--- config.mk ---
export PLATFORM = sky130hd
export DESIGN_NAME = quant_seq_ctrl
export DESIGN_NICKNAME = d
export VERILOG_FILES = /design/src/rtl/quant_seq_ctrl.sv
export SDC_FILE = /design/constraint.sdc
export NUM_CORES = 2
export LEC_CHECK = 0
export CAP_MARGIN = 5
export CELL_PAD_IN_SITES_DETAIL_PLACEMENT = 1
export CELL_PAD_IN_SITES_GLOBAL_PLACEMENT = 1
export CORE_AREA = 2 2 277 279
export CTS_BUF_LIST = sky130_fd_sc_hd__clkbuf_4 sky130_fd_sc_hd__clkbuf_8
export DETAILED_ROUTE_END_ITERATION = 16
export DIE_AREA = 0 0 279 281
export PLACE_DENSITY_LB_ADDON = 0.1
export SLEW_MARGIN = 0
export SYNTH_ARGS = -nofsm -noshare
export SYNTH_HDL_FRONTEND = slang
export SYNTH_HIERARCHICAL = 1
export SYNTH_SLANG_ARGS = --single-unit
export TNS_END_PERCENT = 30
--- constraint.sdc ---
create_clock -name clk -period 16.14 [get_ports clk]
set_clock_uncertainty 0.15 [all_clocks]
set_input_delay 2.421 -clock clk [delete_from_list [all_inputs] [get_ports clk]]
set_output_delay 2.421 -clock clk [all_outputs]
set_load 0.01 [all_outputs]
--- src/rtl/quant_seq_ctrl.sv ---
// JPEG quantization sequencer: one 23x12 unsigned multiply per coefficient against a
// 64-entry reciprocal table, with rounding (`QUANT_ROUND_EN`), sign restore and saturation.

module quant_mul #(
    parameter int A_W = 23,
    parameter int B_W = 12
) (
    input  logic [A_W-1:0]     a,
    input  logic [B_W-1:0]     b,
    output logic [A_W+B_W-1:0] p
);
    assign p = {{B_W{1'b0}}, a} * {{A_W{1'b0}}, b};
endmodule

module quant_seq_ctrl #(
    parameter int FRAC_W = 12,
    parameter int OUT_W  = 12
) (
    input  logic             clk,
    input  logic             rst_n,
    input  logic             coef_valid,
    output logic             coef_ready,
    input  logic             coef_sign,
    input  logic [22:0]      coef_mag,
    input  logic             tbl_we,
    input  logic [5:0]       tbl_addr,
    input  logic [11:0]      tbl_wdata,
    output logic             tbl_busy,
    output logic             q_valid,
    input  logic             q_ready,
    output logic [OUT_W-1:0] q_data,
    output logic             q_last,
    output logic             q_sat
);
    localparam int MAG_W = 23;
    localparam int RCP_W = 12;
    localparam int PRD_W = MAG_W + RCP_W;
    localparam int ACC_W = 36;

`ifdef QUANT_ROUND_EN
    localparam logic [ACC_W-1:0] RND = ACC_W'(1) << (FRAC_W - 1);
`else
    localparam logic [ACC_W-1:0] RND = '0;
`endif
    localparam logic [ACC_W-1:0] SAT_MAX = ACC_W'((64'd1 << (OUT_W - 1)) - 64'd1);

    typedef enum logic [1:0] {S_IDLE, S_MUL, S_OUT} state_t;

    state_t             state, next_state;
    logic               accept, emit, retire;
    logic [5:0]         idx;
    logic               sign_r;
    logic [MAG_W-1:0]   mag_r;
    logic [RCP_W-1:0]   recip_r;
    logic [RCP_W-1:0]   tbl [64];

    logic [PRD_W-1:0]   product;
    logic [ACC_W-1:0]   acc, r;
    logic               sat_c;
    logic [OUT_W-1:0]   mag_c, data_c;

    quant_mul #(.A_W(MAG_W), .B_W(RCP_W)) mul_Q (
        .a (mag_r),
        .b (recip_r),
        .p (product)
    );

    always_comb begin
        acc    = {{(ACC_W-PRD_W){1'b0}}, product} + RND;
        r      = acc >> FRAC_W;
        sat_c  = (r > SAT_MAX);
        mag_c  = sat_c ? SAT_MAX[OUT_W-1:0] : r[OUT_W-1:0];
        // A negative coefficient that rounds to zero must come out as plain 0.
        data_c = (sign_r && (mag_c != '0)) ? -mag_c : mag_c;
    end

    assign tbl_busy = (idx != 6'd0) || (state != S_IDLE);

    // NOTE: every signal assigned in always_comb gets a default first, so no path infers a latch.
    always_comb begin
        next_state = state;
        accept     = 1'b0;
        emit       = 1'b0;
        retire     = 1'b0;
        case (state)
            S_IDLE: if (coef_valid && coef_ready) begin
                accept     = 1'b1;
                next_state = S_MUL;
            end
            S_MUL: begin
                emit       = 1'b1;
                next_state = S_OUT;
            end
            S_OUT: if (q_ready) begin
                retire     = 1'b1;
                next_state = S_IDLE;
            end
            default: next_state = S_IDLE;
        endcase
    end

    // NOTE: sequential state uses non-blocking assignments so every register samples pre-edge values.
    always_ff @(posedge clk or negedge rst_n) begin
        if (!rst_n) begin
            state      <= S_IDLE;
            coef_ready <= 1'b0;
            idx        <= '0;
            sign_r     <= 1'b0;
            mag_r      <= '0;
            recip_r    <= '0;
            q_valid    <= 1'b0;
            q_data     <= '0;
            q_last     <= 1'b0;
            q_sat      <= 1'b0;
        end else begin
            state      <= next_state;
            coef_ready <= (next_state == S_IDLE);
            if (accept) begin
                sign_r  <= coef_sign;
                mag_r   <= coef_mag;
                recip_r <= tbl[idx];
            end
            if (emit) begin
                q_valid <= 1'b1;
                q_data  <= data_c;
                q_last  <= (idx == 6'd63);
                q_sat   <= sat_c;
            end
            if (retire) begin
                q_valid <= 1'b0;
                idx     <= idx + 6'd1;
            end
        end
    end

    // NOTE: the table is a plain RAM with no reset; software loads it before the first block.
    always_ff @(posedge clk) begin
        if (tbl_we && !tbl_busy)
            tbl[tbl_addr] <= tbl_wdata;
    end

endmodule
# After elaboration in Yosys (flattened, before gate mapping)
# Memories as Yosys holds them, arrays and structs flattened. A register that Yosys moved wholly into a read port is not among the register bits.
# Index checks and enable logic that the tools add are counted.
# classes
eq_ne,3
n_mux,14
n_reduce_logical,12
multipliers,1
addsub,2
n_lt_le_gt_ge,1
# ops
operator,count
multiplier 23 x 12 -> 35 bit,1
2-to-1 mux 12 bit,2
> comparator 23 x 11 -> 1 bit (second input constant),1
negation 12 bit,1
nonzero test 12 bit,1
2-to-1 mux 1 bit,9
adder 6 x 1 -> 6 bit (second input constant),1
== test 6 bit (second input constant),1
case mux 2 bit (3 select lines),1
nonzero test 6 bit,1
logical NOT 2 bit,2
2-to-1 mux 2 bit,2
nonzero test 2 bit,2
logical AND 1 bit,3
== test 2 x 1 -> 1 bit (second input constant),1
== test 2 bit (second input constant),1
logical NOT 1 bit,2
logical OR 1 bit,1
# word_totals
ff_bits,48
wordCells,43
input_bits,47
memories,1
mem_bits_rw,768
output_inout_bits,17
# mem_list
name,depth,width,rd,rd_ports_with_merged_regs,wr,line,source
tbl,64,12,1,1,1,55,logic [RCP_W-1:0] tbl [64];

# Depth between registers and ports, before layout
# depth
depth_word,6
mapped_depth,32
depth_no_buf,29

# Hierarchy
# The synthesis kept the hierarchy.
# modules_own_cells
module,cells_per_inst,instances,seq_area_each_um2,area_each_um2
quant_seq_ctrl,1709,1,24563.6,32419.8
quant_mul,1053,1,0.0,8747.1

# Worst setup path before layout
# OpenSTA, ideal clock, no wires.
# synth_path
path_type,reg2reg
from,reg recip_r[11] (read register of tbl)
to,reg q_data[9]
path_buffers,2
setup_time_ns,0.135
period_less_slack_ns,7.571
path_stages_with_launch,29
slack_ns,8.569
required_ns,15.855
t_arrival_ns,7.286
path_cell_list,dfrtp_1 clkbuf_1 nand2_1 fa_1 fa_1 inv_1 fa_1 fa_1 inv_1 fa_1 inv_1 ha_1 a211o_1 o211a_1 o21a_4 a21bo_4 a2111oi_4 nor3_2 nor4_1 nand3_1 clkbuf_1 nor2_1 ha_1 nor3b_1 nand4b_1 nand2_1 nor4b_1 a211oi_1 o21ai_0
# synth_via
elab_chain_cells,6
word_cells_on_any_way,7
classes_between,1 x add/sub; 1 x mul; 1 x order compare; 2 x mux; 2 x reduce/logical
# synth_rtl
item,line,source
start: declaration,54,logic [RCP_W-1:0] recip_r;
multiplier 23 x 12 -> 35 bit (*),12,"assign p = {{B_W{1'b0}}, a} * {{A_W{1'b0}}, b};"
named net product[28],57,logic [PRD_W-1:0] product;
> comparator 23 x 11 -> 1 bit (*),71,sat_c = (r > SAT_MAX);
2-to-1 mux 12 bit (*),72,mag_c = sat_c ? SAT_MAX[OUT_W-1:0] : r[OUT_W-1:0];
"parallel branches: the longest is 2 deep, another holds negation 12 bit",--,
2-to-1 mux 12 bit (*),74,data_c = (sign_r && (mag_c != '0)) ? -mag_c : mag_c;
end signal: assignment,125,q_data <= data_c;
end: declaration,31,"output logic [OUT_W-1:0] q_data,"
# Mark *: on every way through the listed nets, which the timed path passes.
# A chain may end at the register's enable or synchronous reset.

# Worst setup path after layout
# layout_path
from,reg recip_r[8] (read register of tbl)
to,reg q_data[9]
# The elaborated chain is that of the path after synthesis.

==> results.cfg <==
[timing]
setup_tns_ns = 0
hold_violations = 0
period_share_pct = 58.1
rsz0062_at_grt = false
finalSetupViolations = 0
fmax_mhz = 107
timing.final.ws_setup_ns = 6.77
final.min_clock_period_ns = 9.37
worstMarginPinSlew_ns = 1.33
relSlewSlack_pct = 10.7
slew_viol_final = 0

[clocking]
cts_max_path_buffers = 3
htree_levels = 4
cts_setup_buffers = 0
clk_latency_ns = 0.81
cts-resized-gates = 0
numCtsBuffers = 135
cts_tree = done
cts_root_buf = clkbuf_8
clk_pin_slew_worst_paths_ns = 0.06
clock-sinks = 828
postCtsHoldBufs = 0

[critical_path]
worstReg2RegStart = recip_r[8]
rr_endpoint = q_data[9]
crit_top_cell = fa_1
cp_num_buf_inv = 3
critical_path_class = flip-flop to flip-flop
cpLargestDelayFamily = adder cells
worstPathMaxFanout = 24
reg2reg_depth = 27
rrSetupSlack_ns = 6.77
worstSetupStartpointType = flip-flop
cp_num_cells = 27
worstPathRequired_ns = 16.61
end_kind = flip-flop
critPathMaxStageDelay_ns = 0.92
arrival_ns = 9.85
cp_slowest_cell = dfrtp_1

[finish]
area_delta_synth_final_pct = 10.9
layout-drive-gt1-share_pct = 16.5
final_nets = 3222
finalNonFillerCells = 3965

[synth]
synthCells = 2747
syn_area_sq_um = 41100
syn_nets = 3080
syn_avg_cell_area_sq_um = 15.0
yosys_warnings = 6

[die]
top_level_ports = 64
fp.dieH_um = 281
row_count = 101
start_util_pct = 54.4
die_x_um = 279
dieArea_sq_um = 78400
core_sq_um = 75400

[route]
vias = 24200
routed_wl_um = 114000
ant_nets = 0
drc_errors = 0
via_per_inst = 6.10
wl_per_cell_um = 28.7
drtIter0Drc = 1932
drtPass1Iterations = 7

[run]
maxCapViolCount = 0

[placed_design]
dpl.hpwl_um = 74200
gp_congestion = 0.870
port_buffers = 63
place_inst = 3729
post-place-ws_ns = 6.85

[global_route]
grt_max_degree = 65
antenna_found_initial = 1
grt_use_total_pct = 30.0
gr-total-overflow = 0
grt_pass1_vias = 26800
grt_pass1_wl_um = 170000

[worst_hold_path]
worstHoldStart = q_data[4]
min_to = q_data[4]
hold_path_class = flip-flop to flip-flop
holdPathStages = 2

[status]
status = finished clean
## area by class of cell
type                       count  area (sq um)
sequential                   828         24600
tap                          978          1220
clock inverter                48           457
antenna                        1          2.50
fill                        7029         29900
multi-input combinational   1513         14800
inverter                     262           983
timing repair buffer         149          1210
clock buffer                 186          2250
## registers in the layout, indices dropped and copies added (netlist names)
signal and flops:
sign_r 1, mag_r 23, idx 6, q_data 12, q_sat 1, recip_r 12
tbl 768, q_last 1, coef_ready 1, q_valid 1, state 2
## layout by cell type (no fill, tap or decap), types with 20 or more instances in the layout
cell type,count
inv_1,260
nor2_1,106
clkdlybuf4s50_1,50
and2_1,93
o21ai_0,53
nand2_1,359
mux2i_1,118
dfrtp_1,56
ha_1,76
fa_1,210
nand3_1,24
clkbuf_4,50
a22oi_1,20
edfxtp_1,768
a211oi_1,23
a21oi_1,44
clkbuf_8,136
buf_4,85
mux4_2,151
## stage by stage
stage	instance area [sq um]	hold slack, ns	util [%]
3_5_place_dp	42800	0.337	56.8
2_1_floorplan	41100	0.308	-
6_report	45500	0.341	60.4
3_3_place_gp	42800	0.315	56.8
4_1_cts	45500	0.348	60.4
5_1_grt	45500	0.365	60.4
## tightest hold or removal path, delay by kind of cell (launching register included)
kind             cells  cell delay, ns
flip-flops           1            0.34
AO/OA/AOI/OAI        1            0.06
AND/OR/NAND/NOR      1            0.05
## layer usage
metal | GRT usage (%) | vias up | part of all wire, %
li1 | - | 10200 | -
met1 | 36.9 | 12800 | 38
met2 | 51.6 | 934 | 51
met3 | 5.88 | 274 | 6.3
met4 | 13.8 | 0 | 4.7
met5 | 0 | - | 0
## worst max path at each step
stage,startpoint,end,slack (ns)
6_report,recip_r[8],q_data[9],6.77
3_5_place_dp,recip_r[10],q_data[9],6.85
2_1_floorplan,recip_r[11],q_data[9],8.60
5_1_grt,recip_r[8],q_data[9],6.18
3_3_place_gp,recip_r[8],q_data[9],7.31
4_1_cts,recip_r[8],q_data[9],6.88
Power is left out: the tool's default activity adds up to more than one toggle a clock period on the data nets, which glitch-free logic cannot reach.
